## src/rtl/mdu_pkg.sv

```systemverilog
// rtl/mdu_pkg.sv - shared types, constants and op decode helpers for the multiply/divide unit
//
// Purpose : FSM state and funct3 op enums, the default operand width, the
//           special divide result patterns, and small op-classification helpers.
// Ports   : none (package)

package mdu_pkg;

    localparam int MDU_XLEN = 32;

    typedef enum logic [1:0] {
        ST_IDLE = 2'd0,
        ST_BUSY = 2'd1,
        ST_DONE = 2'd2
    } mdu_state_t;

    typedef enum logic [2:0] {
        OP_MUL    = 3'b000,
        OP_MULH   = 3'b001,
        OP_MULHSU = 3'b010,
        OP_MULHU  = 3'b011,
        OP_DIV    = 3'b100,
        OP_DIVU   = 3'b101,
        OP_REM    = 3'b110,
        OP_REMU   = 3'b111
    } mdu_op_t;

    // Special divide results at the default width. Each pattern is uniform
    // (all ones / MSB only / zero), so the top rebuilds them at any XLEN.
    localparam logic [MDU_XLEN-1:0] MDU_DIV0_QUOT = '1;
    localparam logic [MDU_XLEN-1:0] MDU_OVF_QUOT  = {1'b1, {(MDU_XLEN-1){1'b0}}};
    localparam logic [MDU_XLEN-1:0] MDU_OVF_REM   = '0;

    function automatic logic op_signed_a(input mdu_op_t op);
        return op inside {OP_MULH, OP_MULHSU, OP_DIV, OP_REM};
    endfunction

    function automatic logic op_signed_b(input mdu_op_t op);
        return op inside {OP_MULH, OP_DIV, OP_REM};
    endfunction

    function automatic logic op_is_div(input mdu_op_t op);
        return op inside {OP_DIV, OP_DIVU, OP_REM, OP_REMU};
    endfunction

    function automatic logic op_is_rem(input mdu_op_t op);
        return op inside {OP_REM, OP_REMU};
    endfunction

endpackage

```

## src/rtl/mdu_step.sv

```systemverilog
// rtl/mdu_step.sv - one combinational iteration of shift-add multiply or restoring divide
//
// Purpose : Retires one product bit (LSB first) or one quotient bit (MSB first).
// Ports   : i_is_div  select divide step (1) or multiply step (0)
//           i_hi      partial product high half / partial remainder
//           i_lo      multiplier being consumed / dividend being consumed
//           i_opnd    multiplicand / divisor magnitude
//           o_hi      updated high half / remainder
//           o_lo      updated low half / quotient shifted in

module mdu_step #(
    parameter int W = 32
) (
    input  logic         i_is_div,
    input  logic [W-1:0] i_hi,
    input  logic [W-1:0] i_lo,
    input  logic [W-1:0] i_opnd,
    output logic [W-1:0] o_hi,
    output logic [W-1:0] o_lo
);

    logic [W:0]   w_sum;
    logic [W:0]   w_shift;
    logic [W-1:0] w_diff;
    logic         w_ge;

    // Multiply: conditionally add the multiplicand, then shift {carry,hi,lo} right.
    assign w_sum   = {1'b0, i_hi} + {1'b0, (i_lo[0] ? i_opnd : {W{1'b0}})};

    // Divide: the remainder stays below the divisor, so the shifted trial value
    // needs one extra bit, and a successful subtract always fits back in W bits.
    assign w_shift = {i_hi, i_lo[W-1]};
    assign w_ge    = (w_shift >= {1'b0, i_opnd});
    assign w_diff  = w_shift[W-1:0] - i_opnd;

    always_comb begin
        o_hi = w_sum[W:1];
        o_lo = {w_sum[0], i_lo[W-1:1]};
        if (i_is_div) begin
            o_hi = w_ge ? w_diff : w_shift[W-1:0];
            o_lo = {i_lo[W-2:0], w_ge};
        end
    end

endmodule

```

## src/rtl/ex_muldiv_unit.sv

```systemverilog
// rtl/ex_muldiv_unit.sv - iterative RV32M multiply/divide unit for the execute stage
//
// Purpose : Runs MUL/MULH/MULHSU/MULHU/DIV/DIVU/REM/REMU on unsigned magnitudes
//           over XLEN/BITS_PER_CYCLE cycles, fixing the sign at the end.
//           XLEN must be a multiple of BITS_PER_CYCLE (1, 2 or 4).
// Ports   : clk, rst         clock, synchronous active-high reset
//           in_valid/ready   op handshake (ready only when idle)
//           in_funct3        op select
//           in_opa, in_opb   rs1, rs2 values
//           in_tag           opaque tag returned with the result
//           flush            discard any in-flight op
//           out_valid/ready  result handshake
//           out_result       result value
//           out_tag          tag of the result
//           busy             op in flight or result waiting

module ex_muldiv_unit
    import mdu_pkg::*;
#(
    parameter int XLEN           = MDU_XLEN,
    parameter int BITS_PER_CYCLE = 1,
    parameter int TAG_W          = 5
) (
    input  logic             clk,
    input  logic             rst,
    input  logic             in_valid,
    output logic             in_ready,
    input  logic [2:0]       in_funct3,
    input  logic [XLEN-1:0]  in_opa,
    input  logic [XLEN-1:0]  in_opb,
    input  logic [TAG_W-1:0] in_tag,
    input  logic             flush,
    output logic             out_valid,
    input  logic             out_ready,
    output logic [XLEN-1:0]  out_result,
    output logic [TAG_W-1:0] out_tag,
    output logic             busy
);

    localparam int ITERS = XLEN / BITS_PER_CYCLE;
    localparam int CNT_W = (ITERS > 1) ? $clog2(ITERS) : 1;
    localparam logic [CNT_W-1:0] LP_CNT_LOAD  = CNT_W'(ITERS - 1);
    localparam logic [XLEN-1:0]  LP_DIV0_QUOT = {XLEN{MDU_DIV0_QUOT[0]}};
    localparam logic [XLEN-1:0]  LP_OVF_QUOT  = {MDU_OVF_QUOT[MDU_XLEN-1], {(XLEN-1){MDU_OVF_QUOT[0]}}};
    localparam logic [XLEN-1:0]  LP_OVF_REM   = {XLEN{MDU_OVF_REM[0]}};

    mdu_state_t       r_state, w_next_state;
    mdu_op_t          r_op;
    logic [TAG_W-1:0] r_tag;
    logic [XLEN-1:0]  r_hi, r_lo, r_opnd, r_result;
    logic             r_neg;
    logic [CNT_W-1:0] r_cnt;

    // Accept-side decode
    mdu_op_t         w_op;
    logic            w_sign_a, w_sign_b, w_res_neg, w_accept;
    logic            w_div0, w_ovf, w_special;
    logic [XLEN-1:0] w_mag_a, w_mag_b, w_special_res;

    assign w_op      = mdu_op_t'(in_funct3);
    assign w_sign_a  = op_signed_a(w_op) & in_opa[XLEN-1];
    assign w_sign_b  = op_signed_b(w_op) & in_opb[XLEN-1];
    assign w_mag_a   = w_sign_a ? -in_opa : in_opa;
    assign w_mag_b   = w_sign_b ? -in_opb : in_opb;
    // Remainder takes the dividend's sign; product and quotient the XOR.
    assign w_res_neg = op_is_rem(w_op) ? w_sign_a : (w_sign_a ^ w_sign_b);
    assign w_accept  = (r_state == ST_IDLE) & in_valid & ~flush;

    assign w_div0    = op_is_div(w_op) & (in_opb == '0);
    assign w_ovf     = ((w_op == OP_DIV) | (w_op == OP_REM)) & (in_opa == LP_OVF_QUOT) & (in_opb == '1);
    assign w_special = w_div0 | w_ovf;
    assign w_special_res = w_div0 ? (op_is_rem(w_op) ? in_opa : LP_DIV0_QUOT)
                                  : (op_is_rem(w_op) ? LP_OVF_REM : LP_OVF_QUOT);

    // Iteration chain: BITS_PER_CYCLE steps per clock
    logic [XLEN-1:0] w_hi [0:BITS_PER_CYCLE];
    logic [XLEN-1:0] w_lo [0:BITS_PER_CYCLE];
    logic            w_is_div;

    assign w_is_div = op_is_div(r_op);
    assign w_hi[0]  = r_hi;
    assign w_lo[0]  = r_lo;

    for (genvar g = 0; g < BITS_PER_CYCLE; g++) begin : g_chain
        mdu_step #(.W(XLEN)) u_step (
            .i_is_div (w_is_div),
            .i_hi     (w_hi[g]),
            .i_lo     (w_lo[g]),
            .i_opnd   (r_opnd),
            .o_hi     (w_hi[g+1]),
            .o_lo     (w_lo[g+1])
        );
    end

    // Sign correction on the final iteration's outputs
    logic [2*XLEN-1:0] w_prod, w_prod_fix;
    logic [XLEN-1:0]   w_div_raw, w_div_fix, w_final;

    assign w_prod     = {w_hi[BITS_PER_CYCLE], w_lo[BITS_PER_CYCLE]};
    assign w_prod_fix = r_neg ? -w_prod : w_prod;
    assign w_div_raw  = op_is_rem(r_op) ? w_hi[BITS_PER_CYCLE] : w_lo[BITS_PER_CYCLE];
    assign w_div_fix  = r_neg ? -w_div_raw : w_div_raw;
    assign w_final    = w_is_div          ? w_div_fix :
                        (r_op == OP_MUL)  ? w_prod_fix[XLEN-1:0] :
                                            w_prod_fix[2*XLEN-1:XLEN];

    always_ff @(posedge clk) begin
        if (rst) begin
            r_state <= ST_IDLE;
        end else begin
            r_state <= w_next_state;
        end
    end

    always_comb begin
        w_next_state = r_state;
        in_ready     = 1'b0;
        out_valid    = 1'b0;
        busy         = 1'b0;
        case (r_state)
            ST_IDLE: begin
                in_ready = 1'b1;
                if (w_accept) begin
                    w_next_state = w_special ? ST_DONE : ST_BUSY;
                end
            end
            ST_BUSY: begin
                busy = 1'b1;
                if (flush) begin
                    w_next_state = ST_IDLE;
                end else if (r_cnt == '0) begin
                    w_next_state = ST_DONE;
                end
            end
            ST_DONE: begin
                busy      = 1'b1;
                out_valid = 1'b1;
                if (flush || out_ready) begin
                    w_next_state = ST_IDLE;
                end
            end
            default: w_next_state = ST_IDLE;
        endcase
    end

    always_ff @(posedge clk) begin
        if (rst) begin
            r_op     <= OP_MUL;
            r_tag    <= '0;
            r_hi     <= '0;
            r_lo     <= '0;
            r_opnd   <= '0;
            r_neg    <= 1'b0;
            r_cnt    <= '0;
            r_result <= '0;
        end else if (w_accept) begin
            r_op   <= w_op;
            r_tag  <= in_tag;
            r_hi   <= '0;
            r_lo   <= w_mag_a;
            r_opnd <= w_mag_b;
            r_neg  <= w_res_neg;
            r_cnt  <= LP_CNT_LOAD;
            if (w_special) begin
                r_result <= w_special_res;
            end
        end else if (r_state == ST_BUSY) begin
            r_hi <= w_hi[BITS_PER_CYCLE];
            r_lo <= w_lo[BITS_PER_CYCLE];
            if (r_cnt != '0) begin
                r_cnt <= r_cnt - CNT_W'(1);
            end else if (!flush) begin
                r_result <= w_final;
            end
        end
    end

    assign out_result = r_result;
    assign out_tag    = r_tag;

endmodule

```

## config.mk

```make
export PLATFORM = sky130hd
export DESIGN_NAME = ex_muldiv_unit
export DESIGN_NICKNAME = d
export VERILOG_FILES = /design/src/rtl/mdu_pkg.sv /design/src/rtl/mdu_step.sv /design/src/rtl/ex_muldiv_unit.sv
export SDC_FILE = /design/constraint.sdc
export NUM_CORES = 1
export LEC_CHECK = 0
export BUFFER_PORTS_ARGS = -buffer_cell sky130_fd_sc_hd__buf_4
export CORE_ASPECT_RATIO = 0.8
export CORE_MARGIN = 2
export CORE_UTILIZATION = 40
export DETAILED_ROUTE_END_ITERATION = 12
export GPL_TIMING_DRIVEN = 0
export SYNTH_ARGS = -nofsm -noshare
export SYNTH_HDL_FRONTEND = slang
export SYNTH_SLANG_ARGS = --single-unit
```

## constraint.sdc

```tcl
create_clock -name clk -period 9 [get_ports clk]
set_clock_uncertainty 0.1 [all_clocks]
set_input_delay 1.35 -clock clk [delete_from_list [all_inputs] [get_ports clk]]
set_output_delay 1.35 -clock clk [all_outputs]
set_load 0.01 [all_outputs]
```

# After elaboration in Yosys (flattened, before gate mapping)
# Index checks and enable logic that the tools add are counted.
# word_totals
in_bits	77
output_inout_bits	40
reg_bits	144
wordCells	101
# op_classes
add_sub_neg	7
n_reduce_logical	19
bitwise_logic	11
magnitude_cmp	1
mux	34
eq_ne	20
# ops
op	n
2-to-1 mux 32 bit	20
negator 32 bit	3
== test 32 bit (second input constant)	2
2-to-1 mux 64 bit	1
negator 64 bit	1
adder 32 x 32 -> 33 bit	1
>= comparator 33 x 32 -> 1 bit	1
logical NOT 32 bit	1
subtractor 32 bit	1
== test 3 bit (second input constant)	8
2-to-1 mux 5 bit	3
nonzero test 4 bit	3
2-to-1 mux 2 bit	5
nonzero test 2 bit	4
bitwise AND 1 bit	7
!= test 2 bit (second input constant)	3
case mux 2 bit (3 select lines)	1
logical NOT 5 bit	1
nonzero test 5 bit	1
subtractor 5 x 1 -> 5 bit (second input constant)	1
2-to-1 mux 1 bit	4
!= test 2 x 1 -> 1 bit (second input constant)	2
AND reduction 4 bit	1
OR reduction 2 bit	2
14 further kinds	15

# Depth between registers and ports, before layout
# logic_depth
word_depth	11
depth_mapped	24
depth_no_buf	21

# Modules after synthesis
# A second synthesis with hierarchy kept.
# unflattened
hier_cells	2165
hier_area_um2	15772.6
# modules_own_cells
module	seq_area_each_um2	area_each_um2	cells_each	n_inst
ex_muldiv_unit	2882.8	11074.4	1494	1
mdu_step	0.0	4698.3	671	1

# Worst setup path before layout
# OpenSTA, ideal clock, no wires.
# synth_timing
kind	reg2reg
from	register r_opnd[26]
to	register r_result[20], in the netlist out_result[20]
period_less_slack_ns	5.320
slack_ns	3.680
required_time_ns	8.783
path_buffers	3
setup_ns	0.117
arrival_ns	5.103
stages_incl_launch_ff	25
path_cell_list	dfxtp_1 inv_1 ha_1 buf_2 a211oi_1 o21bai_1 o221ai_2 nand3_2 nor3_2 buf_2 clkbuf_1 nand2_1 o21ai_0 ha_1 o21ai_1 or2_2 or4_1 nor2_1 nand2_1 a211oi_1 nand3_1 nor4_1 mux2i_1 o21ai_1 a32o_1
# synth_between
elab_chain_cells	11
elab_cells_between_ends	15
classes_between	add/sub (2); order compare (1); mux (12)
# synth_lines
element	line_no	text
start: declaration	ex_muldiv_unit.sv:50	logic [XLEN-1:0] r_hi, r_lo, r_opnd, r_result;
start signal: assignment	ex_muldiv_unit.sv:161	r_opnd <= w_mag_b;
>= comparator 33 x 32 -> 1 bit (*)	mdu_step.sv:33	assign w_ge = (w_shift >= {1'b0, i_opnd});
2-to-1 mux 32 bit	mdu_step.sv:40	o_hi = w_ge ? w_diff : w_shift[W-1:0];
2-to-1 mux 32 bit	mdu_step.sv:39	if (i_is_div) begin
negator 64 bit / 2-to-1 mux 32 bit (equally long branches)	ex_muldiv_unit.sv:100, ex_muldiv_unit.sv:101	
2-to-1 mux 64 bit / negator 32 bit (equally long branches)	ex_muldiv_unit.sv:100, ex_muldiv_unit.sv:102	
2-to-1 mux 32 bit, on equally long branches	ex_muldiv_unit.sv:104, ex_muldiv_unit.sv:102	
2-to-1 mux 32 bit (*)	ex_muldiv_unit.sv:103	assign w_final = w_is_div ? w_div_fix :
2-to-1 mux 32 bit (*)	ex_muldiv_unit.sv:172	end else if (!flush) begin
2-to-1 mux 32 bit (*)	ex_muldiv_unit.sv:170	if (r_cnt != '0) begin
2-to-1 mux 32 bit (*)	ex_muldiv_unit.sv:167	end else if (r_state == ST_BUSY) begin
2-to-1 mux 32 bit (*)	ex_muldiv_unit.sv:156	end else if (w_accept) begin
end signal: assignment	ex_muldiv_unit.sv:165	r_result <= w_special_res;
end signal: assignment	ex_muldiv_unit.sv:173	r_result <= w_final;
end: declaration	ex_muldiv_unit.sv:50	
# Mark *: on every way between the ends. The rest lies on a longest branch, timed or not. The select of a mux whose other input is x is not followed.
# A chain may end at the register's enable or synchronous reset.

# Final worst setup path
# layout_timing
from	register r_op[2]
to	register r_result[28], in the netlist out_result[28]
# layout_between
elab_chain_cells	11
elab_cells_between_ends	20
classes_between	add/sub (2); eq/ne (4); mux (11); reduce/logical (3)
# layout_lines
element	line_no	text
start: declaration	ex_muldiv_unit.sv:48	mdu_op_t r_op;
start signal: assignment	ex_muldiv_unit.sv:157	r_op <= w_op;
== test 3 bit, on equally long branches	mdu_pkg.sv:43, mdu_pkg.sv:47	
nonzero test 4 bit	mdu_pkg.sv:43	return op inside {OP_DIV, OP_DIVU, OP_REM, OP_REMU};
2-to-1 mux 32 bit	mdu_step.sv:39	
negator 64 bit / 2-to-1 mux 32 bit (equally long branches)	ex_muldiv_unit.sv:100, ex_muldiv_unit.sv:101	
2-to-1 mux 64 bit / negator 32 bit (equally long branches)	ex_muldiv_unit.sv:100, ex_muldiv_unit.sv:102	
2-to-1 mux 32 bit, on equally long branches	ex_muldiv_unit.sv:104, ex_muldiv_unit.sv:102	
2-to-1 mux 32 bit (*)	ex_muldiv_unit.sv:103	
2-to-1 mux 32 bit (*)	ex_muldiv_unit.sv:172	
2-to-1 mux 32 bit (*)	ex_muldiv_unit.sv:170	
2-to-1 mux 32 bit (*)	ex_muldiv_unit.sv:167	
2-to-1 mux 32 bit (*)	ex_muldiv_unit.sv:156	
# Marks and branches as above.

==> metrics.cfg <==
[synthesis]
synthAdderAreaFrac = 0.0576
synth_top_area_frac = 0.172
synth_largest_area_cell = dfxtp_1
synth_xor_area_frac = 0.0804
synth_commonest_cells = nor2_1, a21oi_1, nand2_1
synth_compound_area_frac = 0.316
syn-num-nets = 2566
avgSynthCellArea_um2 = 6.95
synth.distinct_cells = 96
synth_edf_count = 0
async_reset_ff_frac = 0
ys_seq_elements = 144
syn_inst = 2413
syn_area_um2 = 16800
synthMuxAreaShare = 0.0596
synth.area.top_cells = dfxtp_1, a21oi_1, nor2_1
ys_warn_count = 0
synth.most_common_cell = nor2_1
synth-main-ff-cell = dfxtp_1
synth-seq-area-share = 0.172
synth_top_family_by_area = compound AO/OA/AOI/OAI gates
yosys.area_share.simple = 0.261

[clock_network]
clock_path_buffers = 2
htreeDepth = 4
clk_latency_ns = 0.48
clock_sinks = 144
cts_setup_buffers = 0
postCtsHoldBufs = 0
cts_resized = 0
clkTransAtPathRegs_ns = 0.07
tritoncts = yes
cts_made_buffers = 17
cts-root-buf = clkbuf_16

[critical_path]
cp_max_fo = 19
crit_type = reg -> reg
end_kind = register
reg2reg_depth = 19
crit_required_ns = 9.26
worstSetupStartpointType = register
crit_arrival_ns = 9.27

[hold_path]
hold_path_class = reg -> reg
hold_path_depth = 2

[power_and_ir_drop]
cellLeakagePower_nw = 7.12
power_density_nw_per_um2 = 185
power_mw = 3.51
irDropWorstVdd_mv = 0.141

[placement]
dpl.hpwl_um = 76200
dp.cells = 3084
place_area_um2 = 18400
gp_congestion = 1.04
portBuffers = 116

[route]
dr.pass1.iters = 7
drt-initial-drc-count = 2928
vias = 20800
totalWireLength_um = 94100
ant_nets = 0
vias_per_cell = 6.68
avgRoutedWirePerCell_um = 30.2
drc_errors = 0

[floorplanning]
io_pins = 117
core_area_um2 = 41600
fp.dieArea_um2 = 43600
fp-row-count = 67
initial_utilization = 0.403
die_w_um = 233
die_h_um = 187

[final_layout]
final_util = 0.456
fillers = 4492
postLayoutCellArea_um2 = 18900
stdcell_count = 3119
fin_nets = 2703
drive_above_1_share = 0.0940
syn_to_final_growth_pct = 13.0

[global_route]
overflow = 0
antenna_found_initial = 8
grt_max_degree = 17
grt_pass1_vias = 19300
grt_pass1_wl_um = 133000
grtUsageTotal = 0.423

[sta]
worst_slack_ns = -0.00665
finalSetupViolCount = 2
slew_headroom = 0.0478
worst_slew_pin_slew_ns = 1.42
hold_viol_final = 0
finalCritPeriodShare = 1.00
fin_crit_ns = 9.01
rsz0062_at_grt = no
fmax_mhz = 111
drv_slew = 0
hold_slack_ns = 0.337

[run_status]
violations = setup timing
status = finished with violations

[job]
maxCapViolCount = 0

-- per-layer routing --
metal  wire length [µm]  share of wire  vias up  global-route usage
met2              37800           0.40     1350               0.590
met5                 38        0.00040        -                   0
met1              39600           0.42    10100               0.582
li1                   -              -     9194                   -
met4               3830          0.041        6               0.173
met3              12900           0.14      214               0.152
-- through the flow --
| step | TNS [ns] | setup WS [ns] |
|---|---|---|
| floorplan | 0 | 3.68 |
| global placement | -0.340 | -0.102 |
| global route | 0 | 0.0567 |
| detailed placement | -0.0384 | -0.0205 |
| CTS | 0 | 0.0125 |
| finish | -0.0126 | -0.00665 |
-- kinds of logic (layout without fill, tap and decap cells) --
| group | Yosys count | count (layout) |
|---|---|---|
| mux | 98 | 98 |
| fa+ha+maj | 76 | 76 |
| other cells | 0 | 4 |
| compound gates | 812 | 812 |
| buf+inv | 228 | 378 |
| xor+xnor | 154 | 154 |
| simple gates | 901 | 901 |
| flops | 144 | 144 |
-- state kept, by name (all words and copies together), names as in the netlist --
signal,cells
out_result,32
out_tag,5
r_cnt,5
r_hi,32
r_lo,32
r_neg,1
r_op,3
r_opnd,32
r_state,2
-- power by group --
part           internal (mW)  leakage, nW  switching [mW]
combinational          0.605         5.66            1.37
clock                  0.390        0.289           0.354
sequential             0.693         1.17          0.0923
total                   1.69         7.12            1.82
-- path summary, 6_finish.rpt --
check / from / endpoint / slack [ns]
min: out_result[11]$_SDFFE_PP0P_ / out_result[11]$_SDFFE_PP0P_ / 0.34
max reg2reg: r_op[2]$_SDFFE_PP0P_ / out_result[28]$_SDFFE_PP0P_ / -0.007
max: r_op[2]$_SDFFE_PP0P_ / out_result[28]$_SDFFE_PP0P_ / -0.007
min reg2reg: out_result[11]$_SDFFE_PP0P_ / out_result[11]$_SDFFE_PP0P_ / 0.34
-- worst max-delay path, cell delays in order, from the launching register on --
cell and delay [ns]:
dfxtp_1 0.31, buf_2 0.17, buf_2 0.41, buf_2 0.53, buf_2 0.74, buf_1 0.86
clkbuf_1 0.91, nand2_1 0.55, o21ai_0 0.45, ha_1 0.31, o21ai_1 0.16, or2_2 0.39
nor4_1 0.42, nand2b_1 0.30, nand2b_1 0.31, a211oi_1 0.75, and3_1 0.43, nand4b_1 0.15
mux2_1 0.35, a32o_1 0.24
-- final cells by class --
class	instances	area [µm²]	area share
Multi-Input combinational cell	2041	13000	0.686
Sequential cell	144	2880	0.152
Timing Repair Buffer	119	891	0.0470
Tap cell	552	691	0.0365
Buffer	147	598	0.0316
Clock buffer	17	425	0.0225
Inverter	80	300	0.0159
Clock inverter	15	149	0.00786
Antenna cell	4	10.0	0.000528
-- cell usage in the layout, fill, tap and decap left out, types with 34 or more instances in the layout --
| cell | synthesis | layout |
|---|---|---|
| o21ai_0 | 146 | 146 |
| xnor2_1 | 94 | 94 |
| dfxtp_1 | 144 | 144 |
| clkbuf_1 | 101 | 101 |
| ha_1 | 74 | 74 |
| nand3_1 | 54 | 54 |
| xor2_1 | 60 | 60 |
| nand2_1 | 222 | 222 |
| nor3_1 | 69 | 69 |
| nand4_1 | 34 | 34 |
| nor2_1 | 283 | 283 |
| and2_1 | 59 | 59 |
| buf_4 | 2 | 120 |
| inv_1 | 78 | 78 |
| a211oi_1 | 96 | 96 |
| mux2i_1 | 84 | 84 |
| a21oi_1 | 240 | 239 |
No activity file was read; power rests on OpenSTA's default activity.
